`src/rtl/biquad_mac_seq.sv`:
```
// Direct-form-I biquad sequencer/accumulator that feeds an external unsigned multiplier pipeline.
// Define BIQUAD_ROUND_EN to round half up before saturation; otherwise the output is a floor shift.
module biquad_mac_seq #(
    parameter int MULT_LAT = 5,
    parameter int ACC_W    = 26,
    parameter int SHIFT    = 8
) (
    input  logic        clk,
    input  logic        rst_n,
    input  logic        in_valid,
    output logic        in_ready,
    input  logic [13:0] x_in,
    input  logic [9:0]  coef_b0,
    input  logic [9:0]  coef_b1,
    input  logic [9:0]  coef_b2,
    input  logic [9:0]  coef_a1,
    input  logic [9:0]  coef_a2,
    output logic        mult_en,
    output logic [8:0]  mult_a,
    output logic [12:0] mult_b,
    input  logic [21:0] mult_p,
    output logic [13:0] y_out,
    output logic        y_valid
);

    typedef enum logic [1:0] {
        ST_IDLE  = 2'd0,
        ST_ISSUE = 2'd1,
        ST_DRAIN = 2'd2,
        ST_DONE  = 2'd3
    } state_t;

    // Only the oldest term is still in flight: that product is the last one to accumulate.
    localparam logic [MULT_LAT-1:0] LAST_TERM = {1'b1, {(MULT_LAT-1){1'b0}}};

    function automatic logic [8:0] coef_mag(input logic [9:0] c);
        logic [9:0] neg;
        neg = ~c + 10'd1;
        if (c == 10'b10_0000_0000) begin
            coef_mag = 9'd511;
        end else if (c[9]) begin
            coef_mag = neg[8:0];
        end else begin
            coef_mag = c[8:0];
        end
    endfunction

    function automatic logic [12:0] samp_mag(input logic [13:0] s);
        logic [13:0] neg;
        neg = ~s + 14'd1;
        if (s == 14'b10_0000_0000_0000) begin
            samp_mag = 13'd8191;
        end else if (s[13]) begin
            samp_mag = neg[12:0];
        end else begin
            samp_mag = s[12:0];
        end
    endfunction

    state_t                state_r;
    logic [2:0]            k_r;
    logic [9:0]            b0_r, b1_r, b2_r, a1_r, a2_r;
    logic [13:0]           x_r, x1_r, x2_r, y1_r, y2_r;
    logic [ACC_W-1:0]      acc_r;
    logic                  iss_vld_r, iss_sgn_r;
    logic [MULT_LAT-1:0]   line_vld_r, line_sgn_r;

    logic [9:0]            sel_coef_s;
    logic [13:0]           sel_samp_s;
    logic                  sel_fb_s;
    logic                  iss_sgn_s;
    logic [ACC_W-1:0]      p_ext_s, acc_sum_s;
    logic signed [ACC_W:0] acc_rnd_s, shr_s;
    logic [ACC_W-13:0]     hi_s;
    logic [13:0]           y_sat_s;

    // Operand pair for the next issue slot; the first pair comes straight from the inputs at accept.
    always_comb begin
        sel_coef_s = 10'd0;
        sel_samp_s = 14'd0;
        sel_fb_s   = 1'b0;
        if (state_r == ST_IDLE) begin
            sel_coef_s = coef_b0;
            sel_samp_s = x_in;
        end else begin
            case (k_r)
                3'd0: begin sel_coef_s = b0_r; sel_samp_s = x_r;  end
                3'd1: begin sel_coef_s = b1_r; sel_samp_s = x1_r; end
                3'd2: begin sel_coef_s = b2_r; sel_samp_s = x2_r; end
                3'd3: begin sel_coef_s = a1_r; sel_samp_s = y1_r; sel_fb_s = 1'b1; end
                3'd4: begin sel_coef_s = a2_r; sel_samp_s = y2_r; sel_fb_s = 1'b1; end
                default: begin sel_coef_s = 10'd0; sel_samp_s = 14'd0; sel_fb_s = 1'b0; end
            endcase
        end
        iss_sgn_s = sel_coef_s[9] ^ sel_samp_s[13] ^ sel_fb_s;
    end

    // Signed accumulate of the returning product, then scale and saturate to 14 bits.
    always_comb begin
        p_ext_s = {{(ACC_W-22){1'b0}}, mult_p};
        if (line_sgn_r[MULT_LAT-1]) begin
            acc_sum_s = acc_r - p_ext_s;
        end else begin
            acc_sum_s = acc_r + p_ext_s;
        end
`ifdef BIQUAD_ROUND_EN
        acc_rnd_s = {acc_sum_s[ACC_W-1], acc_sum_s} + ({{ACC_W{1'b0}}, 1'b1} << (SHIFT-1));
`else
        acc_rnd_s = {acc_sum_s[ACC_W-1], acc_sum_s};
`endif
        shr_s = acc_rnd_s >>> SHIFT;
        hi_s  = shr_s[ACC_W:13];
        if ((&hi_s) || !(|hi_s)) begin
            y_sat_s = shr_s[13:0];
        end else if (shr_s[ACC_W]) begin
            y_sat_s = 14'h2000;
        end else begin
            y_sat_s = 14'h1FFF;
        end
    end

    // Sequencer FSM, sign/valid delay line, accumulator and history registers.
    always_ff @(posedge clk or negedge rst_n) begin
        if (!rst_n) begin
            state_r    <= ST_IDLE;
            in_ready   <= 1'b1;
            k_r        <= 3'd0;
            b0_r       <= 10'd0;
            b1_r       <= 10'd0;
            b2_r       <= 10'd0;
            a1_r       <= 10'd0;
            a2_r       <= 10'd0;
            x_r        <= 14'd0;
            x1_r       <= 14'd0;
            x2_r       <= 14'd0;
            y1_r       <= 14'd0;
            y2_r       <= 14'd0;
            acc_r      <= {ACC_W{1'b0}};
            iss_vld_r  <= 1'b0;
            iss_sgn_r  <= 1'b0;
            line_vld_r <= {MULT_LAT{1'b0}};
            line_sgn_r <= {MULT_LAT{1'b0}};
            mult_en    <= 1'b0;
            mult_a     <= 9'd0;
            mult_b     <= 13'd0;
            y_out      <= 14'd0;
            y_valid    <= 1'b0;
        end else begin
            line_vld_r <= {line_vld_r[MULT_LAT-2:0], iss_vld_r};
            line_sgn_r <= {line_sgn_r[MULT_LAT-2:0], iss_sgn_r};
            if (line_vld_r[MULT_LAT-1]) begin
                acc_r <= acc_sum_s;
            end
            case (state_r)
                ST_IDLE: begin
                    if (in_valid) begin
                        b0_r      <= coef_b0;
                        b1_r      <= coef_b1;
                        b2_r      <= coef_b2;
                        a1_r      <= coef_a1;
                        a2_r      <= coef_a2;
                        x_r       <= x_in;
                        acc_r     <= {ACC_W{1'b0}};
                        mult_en   <= 1'b1;
                        mult_a    <= coef_mag(sel_coef_s);
                        mult_b    <= samp_mag(sel_samp_s);
                        iss_vld_r <= 1'b1;
                        iss_sgn_r <= iss_sgn_s;
                        k_r       <= 3'd1;
                        in_ready  <= 1'b0;
                        state_r   <= ST_ISSUE;
                    end else begin
                        iss_vld_r <= 1'b0;
                    end
                end
                ST_ISSUE: begin
                    if (k_r <= 3'd4) begin
                        mult_a    <= coef_mag(sel_coef_s);
                        mult_b    <= samp_mag(sel_samp_s);
                        iss_vld_r <= 1'b1;
                        iss_sgn_r <= iss_sgn_s;
                        k_r       <= k_r + 3'd1;
                    end else begin
                        mult_a    <= 9'd0;
                        mult_b    <= 13'd0;
                        iss_vld_r <= 1'b0;
                        iss_sgn_r <= 1'b0;
                        state_r   <= ST_DRAIN;
                    end
                end
                ST_DRAIN: begin
                    if (line_vld_r == LAST_TERM) begin
                        y_out   <= y_sat_s;
                        y_valid <= 1'b1;
                        mult_en <= 1'b0;
                        x2_r    <= x1_r;
                        x1_r    <= x_r;
                        y2_r    <= y1_r;
                        y1_r    <= y_sat_s;
                        state_r <= ST_DONE;
                    end else begin
                        y_valid <= 1'b0;
                    end
                end
                ST_DONE: begin
                    y_valid  <= 1'b0;
                    in_ready <= 1'b1;
                    state_r  <= ST_IDLE;
                end
                default: begin
                    y_valid   <= 1'b0;
                    mult_en   <= 1'b0;
                    mult_a    <= 9'd0;
                    mult_b    <= 13'd0;
                    iss_vld_r <= 1'b0;
                    in_ready  <= 1'b1;
                    state_r   <= ST_IDLE;
                end
            endcase
        end
    end

endmodule

```
`config.mk`:
```
export PLATFORM = sky130hd
export DESIGN_NAME = biquad_mac_seq
export DESIGN_NICKNAME = d
export VERILOG_FILES = /design/src/rtl/biquad_mac_seq.sv
export SDC_FILE = /design/constraint.sdc
export NUM_CORES = 1
export LEC_CHECK = 0
export BUFFER_PORTS_ARGS = -buffer_cell sky130_fd_sc_hd__buf_2
export CORE_MARGIN = 3
export CORE_UTILIZATION = 59
export CTS_CLUSTER_DIAMETER = 100
export DETAILED_ROUTE_END_ITERATION = 12
export PLACE_DENSITY = 0.92
export SYNTH_ARGS = -nofsm -noshare
export SYNTH_HDL_FRONTEND = slang
export SYNTH_SLANG_ARGS = --single-unit
```
`constraint.sdc`:
```
create_clock -name clk -period 4.2 [get_ports clk]
set_input_delay 0.84 -clock clk [delete_from_list [all_inputs] [get_ports clk]]
set_output_delay 0.84 -clock clk [all_outputs]
set_load 0.02 [all_outputs]
```
==> results.txt <==
The run finished, with violations left. The checks that failed: setup timing. After technology mapping, the gate count stands at 1247. TritonCTS created 17 clock buffers. The number of cell instances on the worst register-to-register path came out at 14.

By startpoint and endpoint, the worst setup path is classified as in -> reg. The total leakage power came out at 6.74 nW. The share of synthesized area in the top cell type comes to 44.3%. Cells fill 74.2% of the core in the end. CTS built an H-tree with a depth of 4.

In this run the clock root is driven by a clkbuf_16. The post-cts hold buffer count is 0. In this run the most critical hold path is launched from line_sgn_r[0]$_DFF_PN0_. The number of stages on the worst hold path is 0. The total power is 6.29 mW. STA classifies the critical path endpoint as a flop. The count of final max-slew check failures came to 0.

The most common cell in the synthesized netlist is nand2_1. Subtracting the final worst setup slack from the clock period gives 4520 ps. The pin slew with the least headroom to its limit came out at 1260 ps.

The final setup skew came out at 10.0 ps. The worst IR drop on VDD is 0.330 mV. The total vias in the final route came out at 10676. The portion of the post-synthesis area used by sequential elements came out at 44.6%. The estimated wirelength of the detail-placed design came out at 21.0 mm.

The final period utilization came out at 108%. The final routed wire length divided by cell count is 20.4 µm. The launching element of the worst setup path is mult_p[5]. The number of nets in the layout came out at 1562. The area of the mapped netlist came out at 10600 µm². The width of the chip came out at 140 µm. The I/O pin count is 128.

The routed design has 34.2 mm of wire. The die span in y came out at 140 µm. Clock-pin slew was measured on the worst setup and hold paths at 70 ps. The first TritonRoute pass finished after 6 iterations. The count of yosys warnings during synthesis came out at 0.

dfrtp_1 takes more of the synthesized area than any other cell. Setup repair after global routing could not meet its margin everywhere. The cell total after placement came out at 1628. TritonCTS built the clock tree.

The main flop type after synthesis is dfrtp_1. The clock insertion delay at the later pin of the skew report is 440 ps. The number of distinct library cells after synthesis is 71.

The min-delay analysis places its worst path in the category reg -> reg. The worst slew margin relative to its limit came out at 15.5%. The first-pass GRT wire length came out at 52.0 mm.

In this run, synthesis produced a sequential element count of 188. CTS saw 188 sinks. After detailed routing, the number of remaining DRC violations is 0. The number of synthesized flops with an enable pin came out at 0. The count of buffers added on input and output ports is 127.

The largest net degree at the start of global routing came out at 92. The data required time of the worst path came out at 4510 ps. After detailed routing, the number of vias per cell comes to 6.38. The maximum frequency from static timing analysis is 221 MHz. Cells with a size suffix above 1 make up 22.4% of the layout. The worst setup path is launched from a primary input.

The total area inside the core boundary comes to 17400 µm². The post-detailed-route count of antenna-violating nets is 0. The worst flop-to-flop path startpoint is line_sgn_r[4]$_DFF_PN0_. Yosys attributes the largest share of cell area to dfrtp_1 44%, nand2_1 14%, ha_1 4.4%. The worst setup slack after layout is -322 ps.

Compared with the post-synthesis result, the final layout area differs by 22.5%. The total number of placement rows is 48. The net count after synthesis is 1374.

The average size of a mapped cell is 8.46 µm². The areal power density over the cells came out at 487 nW/µm². The total die area is 19500 µm². STA puts the critical path data arrival time at 4830 ps. Max-cap violations in this run came to 0. The total negative slack for setup checks came out at -2980 ps. The commonest cells after synthesis are 391 x nand2_1, 187 x dfrtp_1, 93 x nor2_1. The number of failing setup endpoints in the final timing report is 13. Routability-driven placement finished with a final weighted congestion of 0.947. The DRC marker count from the first detailed-route iteration is 1567. The largest driver fanout on the critical path came out at 5. The via count of the first global-routing pass came out at 10233. The share of flip-flops with an asynchronous set or reset after synthesis is 100%. The final instance count without filler cells is 1674. The maximum number of buffers from clock root to sink came out at 2. The number of hold violations in the final report came to 0. For this run the aggregate overflow at the end of global routing stands at 0. The starting density of the core came out at 60.6%. The number of antenna violations at the first check in global routing was 1. The aggregate global-route resource usage is 33.0%.
cell usage in the layout, fill, tap and decap left out, types with 3 or more instances in the layout:
| master | n |
|---|---|
| a211oi_1 | 6 |
| a21o_1 | 18 |
| a21oi_1 | 56 |
| a21oi_2 | 14 |
| a21oi_4 | 3 |
| a221o_1 | 16 |
| a221oi_1 | 11 |
| a22oi_1 | 27 |
| a31oi_1 | 8 |
| and2_1 | 12 |
| and3_1 | 8 |
| buf_2 | 125 |
| buf_4 | 104 |
| buf_6 | 5 |
| bufinv_16 | 3 |
| clkbuf_16 | 17 |
| clkbuf_8 | 3 |
| dfrtp_1 | 187 |
| ha_1 | 36 |
| inv_1 | 27 |
| inv_6 | 3 |
| mux2i_1 | 22 |
| nand2_1 | 388 |
| nand2b_1 | 12 |
| nand3_1 | 15 |
| nand4_1 | 6 |
| nor2_1 | 91 |
| nor2b_1 | 7 |
| nor3_1 | 10 |
| o211ai_1 | 8 |
| o21a_1 | 3 |
| o21ai_0 | 38 |
| o21ai_1 | 16 |
| o22ai_1 | 6 |
| o31ai_1 | 3 |
| o32ai_1 | 8 |
| or3_1 | 3 |
| xnor2_1 | 42 |
| xor2_1 | 13 |
critical path, stage by stage:
cell      delay (ps)
buf_6             90
or3_4            380
or2_4            260
nor3_4           220
buf_6            140
nor2_4            30
xnor2_1          130
ha_1             360
nand4_1          210
nor4_2           310
o21ai_1          200
a21oi_2          280
o21ai_1          150
nor4bb_4         190
or4_4            560
and2_4           190
a221o_1          300
through the flow:
| stage | setup WS (ps) | hold slack [ps] | instance area, µm² |
|---|---|---|---|
| 3_5_place_dp | -688 | 336 | 12000 |
| 4_1_cts | -64.8 | 361 | 12800 |
| 5_1_grt | -423 | 379 | 12900 |
| 3_3_place_gp | -494 | 338 | 12000 |
| 6_report | -322 | 363 | 12900 |
| 2_1_floorplan | -400 | 331 | 10600 |
cells by family (layout without fill, tap and decap cells):
family / after synthesis / after routing / share of synthesized area [%]
DFF: 188 / 188 / 44.6
buffers and inverters: 94 / 295 / 3.49
AOI/OAI and AO/OA: 272 / 272 / 17.8
and+or+nand+nor: 575 / 575 / 22.6
muxes: 24 / 24 / 2.30
xor gates and xnor gates: 56 / 56 / 4.65
adders and majority gates: 38 / 38 / 4.58
other: 0 / 1 / 0
cell type report:
cell class	count	area [µm²]
multi-input combinational	965	5730
antenna	1	2.50
clock buffer	21	470
tap	225	282
fill	1116	4490
timing repair buffer	235	1480
sequential	188	4710
clock inverter	11	155
inverter	28	105
metal layers:
layer	GRT usage [%]	vias up	wire, µm
met5	0	-	0
met4	16.1	0	2260
li1	-	4642	-
met3	8.45	232	3780
met2	52.2	820	15600
met1	42.4	4982	12500
sequential cells by signal (all words and copies together), names as in the netlist, 10 cells and up:
| signal | count |
|---|---|
| y2_r | 14 |
| b2_r | 10 |
| mult_b | 13 |
| b1_r | 10 |
| x_r | 14 |
| a2_r | 10 |
| x2_r | 14 |
| x1_r | 14 |
| b0_r | 10 |
| y1_r | 14 |
| a1_r | 10 |
| acc_r | 26 |
timing repair:
action / CTS / global route
pin swaps: 21 / 7
setup endpoints to repair: 13 / 15
resized for setup: 22 / 26
buffers inserted: 9 / 4
final timing paths:
| kind | end | slack, ps |
|---|---|---|
| min in group asynchronous | mult_a[3]$_DFFE_PN0P_ | 450 |
| setup / recovery | y1_r[9]$_DFFE_PN0P_ | -320 |
| hold reg to reg | line_sgn_r[1]$_DFF_PN0_ | 360 |
| max in group asynchronous | y2_r[9]$_DFFE_PN0P_ | 2750 |
| setup reg to reg | y1_r[9]$_DFFE_PN0P_ | 290 |
| hold / removal | line_sgn_r[1]$_DFF_PN0_ | 360 |
report_power, final:
part	total, mW	switching, mW	internal (mW)
registers	2.05	0.0998	1.95
clock network	1.74	0.744	0.996
logic	2.50	1.39	1.11
total	6.29	2.24	4.06
Note: power is estimated with default switching activity, not from simulation.
